==> src/rtl/wb_regfile.sv <==
// MiniMIPS32 write-back sink: 32x32 GPR file plus HI/LO, with same-cycle
// write-through bypass to the two decode read ports and the execute HI/LO reader.
module wb_regfile #(
    parameter int DATA_W  = 32,
    parameter int ADDR_W  = 5,
    parameter int REG_NUM = 32
) (
    input  logic              cpu_clk_75M,
    input  logic              cpu_rst,
    input  logic              we,
    input  logic [ADDR_W-1:0] waddr,
    input  logic [DATA_W-1:0] wdata,
    input  logic              re1,
    input  logic [ADDR_W-1:0] raddr1,
    output logic [DATA_W-1:0] rdata1,
    input  logic              re2,
    input  logic [ADDR_W-1:0] raddr2,
    output logic [DATA_W-1:0] rdata2,
    input  logic              whilo,
    input  logic [DATA_W-1:0] hi_i,
    input  logic [DATA_W-1:0] lo_i,
    output logic [DATA_W-1:0] hi_o,
    output logic [DATA_W-1:0] lo_o
);

    logic [DATA_W-1:0] regs [REG_NUM];
    logic [DATA_W-1:0] hi_r;
    logic [DATA_W-1:0] lo_r;

    always_ff @(posedge cpu_clk_75M) begin
        if (cpu_rst) begin
            for (int i = 0; i < REG_NUM; i++) begin
                regs[i] <= '0;
            end
            hi_r <= '0;
            lo_r <= '0;
        end else begin
            // regs[0] is never written, so it stays hard-wired to zero
            if (we && (waddr != '0)) begin
                regs[waddr] <= wdata;
            end
            if (whilo) begin
                hi_r <= hi_i;
                lo_r <= lo_i;
            end
        end
    end

    function automatic logic [DATA_W-1:0] gpr_read(
        input logic              re,
        input logic [ADDR_W-1:0] ra,
        input logic [DATA_W-1:0] stored
    );
        if (cpu_rst || !re || (ra == '0)) begin
            return '0;
        end else if (we && (ra == waddr)) begin
            return wdata;
        end else begin
            return stored;
        end
    endfunction

    always_comb begin
        rdata1 = gpr_read(re1, raddr1, regs[raddr1]);
        rdata2 = gpr_read(re2, raddr2, regs[raddr2]);
    end

    always_comb begin
        hi_o = hi_r;
        lo_o = lo_r;
        if (cpu_rst) begin
            hi_o = '0;
            lo_o = '0;
        end else if (whilo) begin
            hi_o = hi_i;
            lo_o = lo_i;
        end
    end

endmodule

==> config.mk <==
export PLATFORM = sky130hd
export DESIGN_NAME = wb_regfile
export DESIGN_NICKNAME = d
export VERILOG_FILES = /design/src/rtl/wb_regfile.sv
export SDC_FILE = /design/constraint.sdc
export NUM_CORES = 2
export LEC_CHECK = 0
export CAP_MARGIN = 20
export CORE_AREA = 2 2 384 386
export DETAILED_ROUTE_END_ITERATION = 8
export DIE_AREA = 0 0 386 388
export GPL_TIMING_DRIVEN = 0
export PLACE_DENSITY = 0.63
export SKIP_LAST_GASP = 1
export SLEW_MARGIN = 20
export SYNTH_ARGS = -nofsm -noshare
export SYNTH_HDL_FRONTEND = slang
export SYNTH_SLANG_ARGS = --single-unit
==> constraint.sdc <==
create_clock -name cpu_clk_75M -period 2.55 [get_ports cpu_clk_75M]
set_input_delay 0.51 -clock cpu_clk_75M [delete_from_list [all_inputs] [get_ports cpu_clk_75M]]
set_output_delay 0.51 -clock cpu_clk_75M [all_outputs]
set_load 0.03 [all_outputs]
==> impl_summary.log <==
[metrics] routed wire length: 222400 um
[metrics] CP Launch Type: flip-flop
[metrics] Post-Syn Area per Cell: 14.07 um2
[metrics] GR Overflow Total: 0
[metrics] final design instance area without fill: 72200 um2
[metrics] startpoint of the worst hold path: whilo
[metrics] residual DRC count: 0
[metrics] share of post-route cells with drive strength above 1: 34.54%
[metrics] Final Net Count: 4711
[metrics] vias in the first global route: 39900
[metrics] Die Outline Area: 149800 um2
[metrics] type of the tightest min-delay check: in2reg
[metrics] slew of the pin with the lowest slew margin: 1.193 ns
[metrics] Syn Inst Count: 4107
[metrics] 1st-pass router iterations: 6
[metrics] DIE WIDTH: 386 um
[metrics] final-report hold violation count: 0
[metrics] share of synthesized registers carrying an async set or reset: 0%
[metrics] Power Density: 637.4 nW/um2
[metrics] instance count after placement with tap cells included: 6287
[metrics] Critical Path Fanout Max: 2
[metrics] Max H-tree Level: 3
[metrics] flip-flop and latch count after synthesis: 1088
[metrics] number of distinct library cells after synthesis: 46
[metrics] Worst Skew: 0 ns
[metrics] worst setup path category: reg2out
[metrics] number of antenna violations at the first check in global routing: 7
[metrics] clock tree root buffer cell: sky130_fd_sc_hd__clkbuf_16
[metrics] maximum buffer depth of the clock tree: 3
[metrics] total I/O pin count: 245
[metrics] most common cell after layout, fill and taps aside: sky130_fd_sc_hd__edfxtp_1
[metrics] CTS Buf Count: 115
[metrics] site row count: 140
[metrics] FF-to-FF Start: lo_r[0]
[metrics] setup repair after global routing missed its margin: yes
[metrics] initial drt markers: 5953
[metrics] most frequent cells in the layout: sky130_fd_sc_hd__edfxtp_1 (1024), sky130_fd_sc_hd__and2_1 (992), sky130_fd_sc_hd__mux4_2 (355), sky130_fd_sc_hd__mux2i_1 (298), sky130_fd_sc_hd__clkbuf_1 (188)
[metrics] crit path capture type: output port
[metrics] half-perimeter wire length after detailed placement: 159700 um
[metrics] first-pass GRT wire length: 304400 um
[metrics] synthesized cell area: 57770 um2
[metrics] origin of the worst setup path: regs[7][31]
[metrics] max-capacitance violation count: 0
[metrics] required time of the worst setup path: 2.04 ns
[metrics] via count of the routed design: 41080
[metrics] placer's final routability congestion estimate: 0.9590
[metrics] top flip-flop cell by instance count after synthesis: sky130_fd_sc_hd__edfxtp_1
[metrics] floorplan core area: 145200 um2
[metrics] critical path arrival: 2.87 ns
[metrics] violations in the final reports: setup timing
[metrics] Static Leak: 25.64 nW
[metrics] Die Ht: 388 um
[metrics] Layout Area Growth over Synthesis: 24.97%
[metrics] minimum setup slack in the final design: -0.8288 ns
[metrics] number of endpoints failing setup at the final stage: 275
[metrics] clock-pin slew on the worst setup and hold paths: 0.06 ns
[metrics] final instance count without filler cells: 6610
[metrics] reg-to-reg setup timing slack: 1.89 ns
[metrics] TritonCTS clock tree: yes
[metrics] remaining antenna violation count: 0
[metrics] number of buffers added on ports: 232
[metrics] total routing resource utilization after global routing: 29.05%
[metrics] peak clock frequency supported by timing: 0.2960 GHz
[metrics] DR WL/cell: 33.64 um
[metrics] starting density of the core: 39.78%
[metrics] share of the cycle needed by the critical path after routing: 132.5%
[metrics] synth warn: 0
[metrics] pin count of the biggest net entering global routing: 33
[metrics] Final Util: 49.72%
[metrics] peak supply drop: 0.0005790 V
[metrics] crit path time final: 3.379 ns
[metrics] # clock sinks: 1088
[metrics] Placed Area: 63120 um2
[metrics] status: finished with violations
[metrics] sequential element share of the synthesized area: 55.44%
[metrics] Via-to-Cell Ratio: 6.215
[metrics] Rel. slew slack: 20.46%
[metrics] insertion delay of the later-clocked pin in the worst-skew pair: 0.73 ns
[metrics] EDFF count, synth: 1024
[metrics] Pins Over Slew Limit: 0
-- state kept, by name, indices dropped and copies added (netlist names) --
register	flops
lo_r	32
hi_r	32
regs	1024
-- repair_timing --
item	CTS	global route
hold buffers	0	0
endpoints found under the hold margin	0	0
pin swaps	116	74
setup endpoints to repair	1914	1407
setup buffers	43	28
gates cloned	31	9
resized for setup	1406	295
-- cells by family (layout without fill, tap and decap cells) --
logic type             after synthesis  count (layout)  share of synthesized area, %
buffers and inverters              441             960                         3.519
AO/OA/AOI/OAI                      504             504                         6.829
multiplexers                       737             737                         20.59
AND/OR/NAND/NOR                   1326            1359                         13.46
flip-flops                        1088            1088                         55.44
XOR/XNOR                            10              10                        0.1516
other                                1              35                      0.006491
-- worst max-delay path: stages, from the launching register on --
cell and delay [ns]:
sky130_fd_sc_hd__edfxtp_1 0.39, sky130_fd_sc_hd__mux4_2 0.54, sky130_fd_sc_hd__a22oi_2 0.40, sky130_fd_sc_hd__nand3_4 0.18
sky130_fd_sc_hd__a221o_2 0.45, sky130_fd_sc_hd__buf_6 0.17
-- path summary, 6_finish.rpt --
check                     to  cells past startpoint
setup / recovery  rdata2[31]                      5
hold / removal      lo_r[27]                      3
setup reg to reg     lo_r[0]                      2
hold reg to reg     hi_r[13]                      2
-- synthesized netlist by cell type (17+ instances only) --
cell type	instances	area, um2
sky130_fd_sc_hd__a22oi_1	96	720.7
sky130_fd_sc_hd__a221o_1	62	620.6
sky130_fd_sc_hd__nand2_1	37	138.9
sky130_fd_sc_hd__o311ai_1	29	254.0
sky130_fd_sc_hd__edfxtp_1	1024	30750
sky130_fd_sc_hd__and2_1	993	6212
sky130_fd_sc_hd__buf_6	17	191.4
sky130_fd_sc_hd__buf_4	21	157.7
sky130_fd_sc_hd__nor2_1	161	604.3
sky130_fd_sc_hd__nor2b_1	36	225.2
sky130_fd_sc_hd__nand3_1	36	180.2
sky130_fd_sc_hd__or2_2	31	193.9
sky130_fd_sc_hd__mux2_2	62	698.2
sky130_fd_sc_hd__a21oi_1	62	310.3
sky130_fd_sc_hd__mux4_2	355	7995
sky130_fd_sc_hd__o21ai_1	31	155.2
sky130_fd_sc_hd__a221oi_1	126	1104
sky130_fd_sc_hd__clkbuf_1	290	1089
sky130_fd_sc_hd__buf_1	18	67.56
sky130_fd_sc_hd__o221ai_1	31	271.5
sky130_fd_sc_hd__mux2i_1	320	3203
sky130_fd_sc_hd__o21bai_1	62	465.5
sky130_fd_sc_hd__buf_2	89	445.4
sky130_fd_sc_hd__dfxtp_1	64	1281
-- metal layers --
layer,track usage [%],up-vias,routed length (um)
li1,-,16740,-
met1,38.07,20860,82150
met2,44.73,2969,100700
met3,8.004,503,27870
met4,13.45,6,11620
met5,0,-,42
-- cell type report --
cell class              count  area, um2
fillers                 12250      73020
flip-flops and latches   1088      32030
multi-input cells        2642      27140
plain buffers             436       3645
repair buffers            309       3055
clock buffers             143       3052
well taps                1917       2399
clock inverters            70      862.1
inverters                   2      10.01
diodes                      3      7.507
-- stage by stage --
| step | power (mW) | hold WS [ns] | worst slack [ns] | setup TNS [ns] |
|---|---|---|---|---|
| 6_report | 46.02 | 0.2718 | -0.8288 | -41.41 |
| 5_1_grt | 46.89 | 0.3032 | -0.8211 | -35.76 |
| 4_1_cts | 45.52 | 0.2422 | -0.7728 | -40.52 |
| 3_5_place_dp | 27.14 | 0.4958 | -2.440 | -2491.04 |
| 3_3_place_gp | 27.04 | 0.4900 | -2.487 | -2525.60 |
| 2_1_floorplan | 24.70 | 0.6352 | -0.02676 | -0.6729 |
-- power breakdown --
part | internal [mW] | switching [mW]
logic | 2.90 | 4.25
clock network | 10.5 | 7.39
registers | 20.5 | 0.507
total | 33.9 | 12.1
Power figures use the tool's default switching activity.
